<file path="src/rtl/sdram_log_sequencer.sv">
// Command-side initiator for the SDRAM controller: appends 16-bit log words at
// sequential linear addresses and dumps the logged region back on request.
module sdram_log_sequencer #(
    parameter logic [23:0] MAX_ADDR    = 24'hFFFFFF,
    parameter int unsigned TIMEOUT_CYC = 1024
) (
    input  logic        CLK_48MHZ,
    input  logic        RESET_N,
    input  logic        INIT_DONE,
    input  logic        WR_VALID,
    input  logic [15:0] WR_DATA,
    output logic        WR_READY,
    input  logic        DUMP_START,
    output logic        RD_VALID,
    output logic [15:0] RD_DATA,
    input  logic        RD_READY,
    output logic [1:0]  CMD_OUT,
    output logic [1:0]  A_BANK,
    output logic [12:0] A_ROW,
    output logic [8:0]  A_COL,
    output logic [15:0] D_OUT,
    input  logic        CTRL_STATUS,
    input  logic [15:0] CTRL_DATA,
    output logic [23:0] WR_PTR,
    output logic        FULL,
    output logic        DUMPING,
    output logic        DUMP_DONE,
    output logic        TIMEOUT_ERR
);

    typedef enum logic [2:0] {
        S_IDLE, S_WR_ISSUE, S_WR_WAIT, S_RD_ISSUE, S_RD_WAIT, S_RD_HOLD
    } state_t;

    localparam logic [1:0] CMD_NOP = 2'd0;
    localparam logic [1:0] CMD_RD  = 2'd1;
    localparam logic [1:0] CMD_WR  = 2'd2;
    localparam int unsigned TW     = $clog2(TIMEOUT_CYC + 1);

    state_t        state_q, state_d;
    logic [23:0]   wr_ptr_q, wr_ptr_d;
    logic [23:0]   rd_ptr_q, rd_ptr_d;
    logic [23:0]   addr_q, addr_d;
    logic [15:0]   d_out_q, d_out_d;
    logic [15:0]   rd_data_q, rd_data_d;
    logic [1:0]    cmd_q, cmd_d;
    logic [TW-1:0] tmo_cnt_q, tmo_cnt_d;
    logic          full_q, full_d;
    logic          dumping_q, dumping_d;
    logic          dump_done_q, dump_done_d;
    logic          timeout_q, timeout_d;
    logic          dump_pend_q, dump_pend_d;
    logic          rd_valid_q, rd_valid_d;

    logic          wr_accept, dump_ok, in_xact, tmo_hit;
    logic [23:0]   rd_ptr_next;

    assign wr_accept   = (state_q == S_IDLE) & INIT_DONE & CTRL_STATUS & ~full_q & ~dumping_q;
    assign dump_ok     = (state_q == S_IDLE) & dump_pend_q & INIT_DONE & CTRL_STATUS;
    assign in_xact     = (state_q == S_WR_ISSUE) | (state_q == S_WR_WAIT) |
                         (state_q == S_RD_ISSUE) | (state_q == S_RD_WAIT);
    assign tmo_hit     = (tmo_cnt_q == TW'(TIMEOUT_CYC - 1));
    assign rd_ptr_next = rd_ptr_q + 24'd1;

    always_comb begin
        // NOTE: every next-state signal gets a default first, so no path infers a latch.
        state_d     = state_q;
        wr_ptr_d    = wr_ptr_q;
        rd_ptr_d    = rd_ptr_q;
        addr_d      = addr_q;
        d_out_d     = d_out_q;
        rd_data_d   = rd_data_q;
        cmd_d       = cmd_q;
        tmo_cnt_d   = in_xact ? tmo_cnt_q + TW'(1) : tmo_cnt_q;
        full_d      = full_q;
        dumping_d   = dumping_q;
        dump_done_d = 1'b0;
        timeout_d   = timeout_q;
        dump_pend_d = dump_pend_q | (DUMP_START & ~dumping_q);
        rd_valid_d  = rd_valid_q;

        unique case (state_q)
            S_IDLE: begin
                if (wr_accept && WR_VALID) begin
                    d_out_d   = WR_DATA;
                    addr_d    = wr_ptr_q;
                    cmd_d     = CMD_WR;
                    tmo_cnt_d = '0;
                    state_d   = S_WR_ISSUE;
                end else if (dump_ok) begin
                    dump_pend_d = 1'b0;
                    if (wr_ptr_q == 24'd0) begin
                        dump_done_d = 1'b1;
                    end else begin
                        dumping_d = 1'b1;
                        rd_ptr_d  = 24'd0;
                        addr_d    = 24'd0;
                        cmd_d     = CMD_RD;
                        tmo_cnt_d = '0;
                        state_d   = S_RD_ISSUE;
                    end
                end
            end
            S_WR_ISSUE, S_RD_ISSUE: begin
                if (!CTRL_STATUS) begin
                    cmd_d   = CMD_NOP;
                    state_d = (state_q == S_WR_ISSUE) ? S_WR_WAIT : S_RD_WAIT;
                end
            end
            S_WR_WAIT: begin
                if (CTRL_STATUS) begin
                    if (wr_ptr_q != 24'hFFFFFF) wr_ptr_d = wr_ptr_q + 24'd1;
                    if (addr_q == MAX_ADDR) full_d = 1'b1;
                    state_d = S_IDLE;
                end
            end
            S_RD_WAIT: begin
                if (CTRL_STATUS) begin
                    rd_data_d  = CTRL_DATA;
                    rd_valid_d = 1'b1;
                    state_d    = S_RD_HOLD;
                end
            end
            S_RD_HOLD: begin
                if (RD_READY) begin
                    rd_valid_d = 1'b0;
                    rd_ptr_d   = rd_ptr_next;
                    if (rd_ptr_next == wr_ptr_q) begin
                        dumping_d   = 1'b0;
                        dump_done_d = 1'b1;
                        state_d     = S_IDLE;
                    end else begin
                        addr_d    = rd_ptr_next;
                        cmd_d     = CMD_RD;
                        tmo_cnt_d = '0;
                        state_d   = S_RD_ISSUE;
                    end
                end
            end
            default: state_d = S_IDLE;
        endcase

        // Abort only when the transaction made no progress this cycle.
        if (in_xact && (state_d == state_q) && tmo_hit) begin
            cmd_d     = CMD_NOP;
            timeout_d = 1'b1;
            dumping_d = 1'b0;
            state_d   = S_IDLE;
        end
    end

    always_ff @(posedge CLK_48MHZ or negedge RESET_N) begin
        if (!RESET_N) begin
            state_q     <= S_IDLE;
            wr_ptr_q    <= '0;
            rd_ptr_q    <= '0;
            addr_q      <= '0;
            d_out_q     <= '0;
            rd_data_q   <= '0;
            cmd_q       <= CMD_NOP;
            tmo_cnt_q   <= '0;
            full_q      <= 1'b0;
            dumping_q   <= 1'b0;
            dump_done_q <= 1'b0;
            timeout_q   <= 1'b0;
            dump_pend_q <= 1'b0;
            rd_valid_q  <= 1'b0;
        end else begin
            // NOTE: non-blocking assignments keep every register updating from pre-edge values.
            state_q     <= state_d;
            wr_ptr_q    <= wr_ptr_d;
            rd_ptr_q    <= rd_ptr_d;
            addr_q      <= addr_d;
            d_out_q     <= d_out_d;
            rd_data_q   <= rd_data_d;
            cmd_q       <= cmd_d;
            tmo_cnt_q   <= tmo_cnt_d;
            full_q      <= full_d;
            dumping_q   <= dumping_d;
            dump_done_q <= dump_done_d;
            timeout_q   <= timeout_d;
            dump_pend_q <= dump_pend_d;
            rd_valid_q  <= rd_valid_d;
        end
    end

    assign WR_READY    = wr_accept;
    assign RD_VALID    = rd_valid_q;
    assign RD_DATA     = rd_data_q;
    assign CMD_OUT     = cmd_q;
    assign A_BANK      = addr_q[23:22];
    assign A_ROW       = addr_q[21:9];
    assign A_COL       = addr_q[8:0];
    assign D_OUT       = d_out_q;
    assign WR_PTR      = wr_ptr_q;
    assign FULL        = full_q;
    assign DUMPING     = dumping_q;
    assign DUMP_DONE   = dump_done_q;
    assign TIMEOUT_ERR = timeout_q;

endmodule
</file>
<file path="config.mk">
export PLATFORM = sky130hd
export DESIGN_NAME = sdram_log_sequencer
export DESIGN_NICKNAME = d
export VERILOG_FILES = /design/src/rtl/sdram_log_sequencer.sv
export SDC_FILE = /design/constraint.sdc
export NUM_CORES = 1
export LEC_CHECK = 0
export CORE_UTILIZATION = 35
export CTS_CLUSTER_SIZE = 14
export DETAILED_ROUTE_END_ITERATION = 16
export PLACE_DENSITY = 0.65
export RECOVER_POWER = 50
export SLEW_MARGIN = 20
export SYNTH_ARGS = -nofsm -noshare
export SYNTH_HDL_FRONTEND = slang
export SYNTH_SLANG_ARGS = --single-unit
</file>
<file path="constraint.sdc">
create_clock -name CLK_48MHZ -period 4.7 [get_ports CLK_48MHZ]
set_input_delay 1.175 -clock CLK_48MHZ [delete_from_list [all_inputs] [get_ports CLK_48MHZ]]
set_output_delay 1.175 -clock CLK_48MHZ [all_outputs]
set_load 0.01 [all_outputs]
</file>
=== After elaboration in Yosys (flattened, before gate mapping) ===
Cells that the tools add are included.

* Add/sub/neg operators: 3
* Eq/ne operators: 27
* Muxes and demuxes: 54
* Bitwise logic cells: 14
* Reductions and logical operators: 19

{| class="wikitable"
|+ Operators by type and width
! cell !! count
|-
| 2-to-1 mux 24 bit || 7
|-
| one-hot mux 24 bit (2 select lines) || 2
|-
| 2-to-1 mux 11 bit || 6
|-
| adder 24 x 1 -> 24 bit, second input constant || 2
|-
| 2-to-1 mux 3 bit || 9
|-
| == test 24 bit || 1
|-
| == test 24 bit, second input constant || 1
|-
| logical NOT 24 bit || 1
|-
| != test 24 bit, second input constant || 1
|-
| one-hot mux 11 bit (2 select lines) || 1
|-
| 2-to-1 mux 1 bit || 16
|-
| 2-to-1 mux 2 bit || 8
|-
| != test 3 bit, second input constant || 5
|-
| one-hot mux 3 bit (5 select lines) || 1
|-
| != test 2 bit, second input constant || 6
|-
| != test 3 x 2 -> 1 bit, second input constant || 4
|-
| AND reduction 6 bit || 2
|-
| adder 11 x 1 -> 11 bit, second input constant || 1
|-
| == test 11 x 10 -> 1 bit, second input constant || 1
|-
| AND reduction 5 bit || 2
|-
| AND reduction 3 bit || 3
|-
| AND 1 bit || 8
|-
| == test 3 x 2 -> 1 bit, second input constant || 2
|-
| == test 3 bit, second input constant || 2
|-
| other kinds (15) || 25
|}

* Register bits after elaboration: 126
* Bits of input ports: 39
* Output and inout bits: 88
* Word-level logic and storage cells: 131

=== Longest topological paths before layout ===
* Depth after elaboration: 13
* Depth in mapped cells: 13
* Depth with buffers taken out: 10

=== Worst setup path before layout ===
No wires, ideal clock.

* Kind: register to register
* Start point: register rd_ptr_q[1]
* End point: register addr_q[0]
* Setup time: 0.125 ns
* Data arrival time: 2.885 ns
* Data required time: 4.575 ns
* Setup slack: 1.690 ns
* Stages on the path, launching flop included: 12
* Path buffers: 2
* Period minus slack after synthesis: 3.010 ns
* Cell sequence: dfrtp_1 ha_1 nand4_1 nor4_1 xnor2_1 nand4_1 a2111oi_4 nand4_2 a21o_1 buf_6 buf_6 mux2_4

* Word-level cells in the longest chain between the ends: 4

{| class="wikitable"
|+ Ends and longest elaborated chain
! what !! RTL line !! RTL
|-
| start: declaration || 42 || <nowiki>logic [23:0] rd_ptr_q, rd_ptr_d;</nowiki>
|-
| start signal: assignment || 172 || <nowiki>rd_ptr_q <= rd_ptr_d;</nowiki>
|-
| adder 24 x 1 -> 24 bit || 63 || <nowiki>assign rd_ptr_next = rd_ptr_q + 24'd1;</nowiki>
|-
| == test 24 bit || 128 || <nowiki>if (rd_ptr_next == wr_ptr_q) begin</nowiki>
|-
| != test 2 bit (no source line) || n/a ||
|-
| AND reduction 5 bit (no source line) || n/a ||
|-
| end signal: assignment || 173 || <nowiki>addr_q <= addr_d;</nowiki>
|-
| end: declaration || 43 || <nowiki>logic [23:0] addr_q, addr_d;</nowiki>
|}

Every way passes these cells.
A chain may end at the register's enable or synchronous reset.

=== Worst setup path in the final report ===
* Start point: input CTRL_STATUS
* End point: output WR_READY

* Word-level cells in the longest chain between the ends: 3

{| class="wikitable"
|+ Ends and longest elaborated chain
! what !! RTL line !! RTL
|-
| start: declaration || 22 || <nowiki>input logic CTRL_STATUS,</nowiki>
|-
| AND 1 bit (3 in a row) || 58 || <nowiki>assign wr_accept = (state_q == S_IDLE) & INIT_DONE & CTRL_STATUS & ~full_q & ~dumping_q;</nowiki>
|-
| end: declaration || 12 || <nowiki>output logic WR_READY,</nowiki>
|}

Every way passes these cells.

==> results.json <==
{
  "maxSlewHeadroom_pct": -46.04,
  "hp-class": "reg2reg",
  "die_h_um": 145.2,
  "layout_common_cells": "dfrtp_1 (126), clkdlybuf4s50_1 (81), nand2_1 (70)",
  "cts_tree": "done",
  "drc": 0,
  "core_mm2": 0.02017,
  "ys_async_sr_fraction_pct": 100.0,
  "synth_edf_count": 0,
  "drt-wirelength-per-cell_um": 17.22,
  "htree_levels": 4,
  "setup_tns_ns": 0,
  "drt_iter0_drc": 303,
  "violations": "capacitance limit, slew limit",
  "grt_setup_unrepaired": "no",
  "grt_pass1_wl_um": 31240,
  "slowest_delay_ns": 0.67,
  "syn_area_mm2": 0.007181,
  "hold_violations": 0,
  "critPathRequiredTime_ns": 3.52,
  "syn2layout_area_growth_pct": 28.12,
  "placementRows": 52,
  "final_common_cell": "dfrtp_1",
  "drive_gt1_share_pct": 13.60,
  "synth_seq_cells": 126,
  "cp_slowest_cell": "dlygate4sd3_1",
  "clk_pin_slew_ns": 0.05,
  "cts_hold_buf": 0,
  "drv_cap": 1,
  "root_buffer": "clkbuf_16",
  "routabilityCongestion": 0.9261,
  "antenna_cells": 0,
  "worstPathArrival_ns": 2.91,
  "design.die.area_mm2": 0.02109,
  "yosysTopAreaCellShare_pct": 43.91,
  "grt_use_total_pct": 18.92,
  "slew_violations": 87,
  "ctsResizeCount": 0,
  "dr_total_vias": 5806,
  "io_buffer_count": 126,
  "crit_fanout": 7,
  "start_util_pct": 35.60,
  "min_period_over_period_pct": 86.95,
  "grt_overflow": 0,
  "yosysTopAreaCell": "dfrtp_1",
  "ys.flop_type": "dfrtp_1",
  "postRouteAntennaNets": 0,
  "path_cells": "dlygate4sd3_1 > nand4_1 > nor3_1 > clkdlybuf4s50_1",
  "p_leak_nw": 3.787,
  "finalCriticalPeriod_ns": 4.086,
  "status": "finished with violations",
  "hold_ws_ns": 0.4618,
  "tightest_slew_ns": 2.191,
  "post-dp-hpwl_um": 13310,
  "chipWidth_um": 145.2,
  "antenna_found_initial": 0,
  "mappedNetlistNets": 770,
  "viasPerCell": 5.273,
  "cp-start-kind": "primary input",
  "ios": 127,
  "synthCells": 727,
  "first_pass_iters": 5,
  "layout.nets": 861,
  "synth_warnings": 0,
  "avgSynthCellArea_um2": 9.877,
  "setup_viol": 0,
  "power_density_mw_per_mm2": 435.6,
  "synth_area_leaders": "dfrtp_1 (44%), xnor2_1 (7.3%), mux2_2 (6.1%)",
  "insertion_delay_ns": 0.42,
  "clock_skew_ns": 0.006665,
  "yosysSeqAreaShare_pct": 43.91,
  "cts.sinks": 126,
  "cts_buffer_depth": 2,
  "synth_cell_types": 64,
  "post_cts_buffers": 0,
  "worstSetupPathType": "in2out",
  "first_global_vias": 5736,
  "routed_wl_um": 18960,
  "endpoint_kind": "output port",
  "cts_made_buffers": 17,
  "timing.fmax_mhz": 244.7,
  "ir_drop_uv": 280.7,
  "grt_max_degree": 87
}
registers in the layout (all words and copies together), names as in the netlist:
register	cells
TIMEOUT_ERR	1
addr_q	24
DUMPING	1
FULL	1
RD_DATA	16
RD_VALID	1
CMD_OUT	2
tmo_cnt_q	11
DUMP_DONE	1
rd_ptr_q	24
D_OUT	16
dump_pend_q	1
state_q	3
WR_PTR	24
Yosys cell counts (3+ instances only):
master    instances
o41ai_1           3
clkbuf_1         42
a21oi_1           8
and3_1           11
nand3_1          23
inv_1            17
mux2_4           18
xnor2_1          60
ha_1              4
o21ai_0          59
o31ai_1          14
buf_2            13
nor2_1           62
or2_2             4
buf_4             3
dfrtp_1         126
xor2_1           14
and2_1            4
mux2_2           39
nor3_1           10
or4_1             3
o2111a_1          4
nor2b_1           3
nor4_1           11
nand4_1          29
mux2i_1           5
xnor3_1           5
nand2b_1          8
nand4b_1          3
buf_6             3
nand2_1          70
and4_1            7
power by group:
group	leakage [nW]	internal, mW	total (mW)	switching [mW]
Combinational	1.80	0.589	1.08	0.488
Clock	0.305	0.925	1.41	0.486
Sequential	1.68	1.31	1.52	0.205
Total	3.79	2.83	4.01	1.18
cells by family after synthesis:
| kind of cell | Yosys count | share of synthesized area [%] |
|---|---|---|
| buf+inv | 80 | 4.914 |
| simple gates | 260 | 18.75 |
| xor+xnor | 79 | 10.59 |
| mux | 62 | 10.58 |
| compound gates | 116 | 10.56 |
| flops | 126 | 43.91 |
| fa+ha+maj | 4 | 0.6970 |
worst max-delay path, delay by kind of cell:
| family | cells | cell delay, ns |
|---|---|---|
| simple gates | 2 | 0.49 |
| buf+inv | 2 | 1.24 |
metrics by stage:
stage          util (%)  cell area (um2)  total power, mW  std cells  setup slack (ns)
6_report          45.61             9200            4.007       1101            0.6135
3_3_place_gp      42.54             8581            2.656       1069            0.7041
4_1_cts           45.68             9214            4.113       1101            0.6798
2_1_floorplan         -             7181            2.125        727             1.690
5_1_grt           45.61             9200            4.223       1101            0.5029
3_5_place_dp      42.54             8581            2.675       1069            0.6976
final timing paths:
kind	endpoint	slack, ns	from	depth (start not counted)
max in group asynchronous	CMD_OUT[1]	1.29	RESET_N	2
worst max-delay path	WR_READY	0.61	CTRL_STATUS	4
worst max register to register	addr_q[14]	0.99	rd_ptr_q[0]	10
worst min register to register	TIMEOUT_ERR	0.46	TIMEOUT_ERR	1
min in group asynchronous	WR_PTR[16]	1.40	RESET_N	1
worst min-delay path	TIMEOUT_ERR	0.46	TIMEOUT_ERR	1
cell type report:
class                   count  area, um2
multi-input cells         521       3684
repair buffers            135       1329
inverters                  17      63.81
flip-flops and latches    126       3153
well taps                 270      337.8
clock buffers              21      470.5
clock inverters            11      162.7
fillers                  1907      10970
routing by layer:
metal / vias to the layer above / track usage (%) / part of all wire [%]
met5: - / 0 / 0
met2: 216 / 30.22 / 47
met3: 35 / 6.541 / 7.8
li1: 2740 / - / -
met4: 0 / 6.632 / 2.4
met1: 2815 / 23.69 / 43
(Power assumes the default switching activity.)
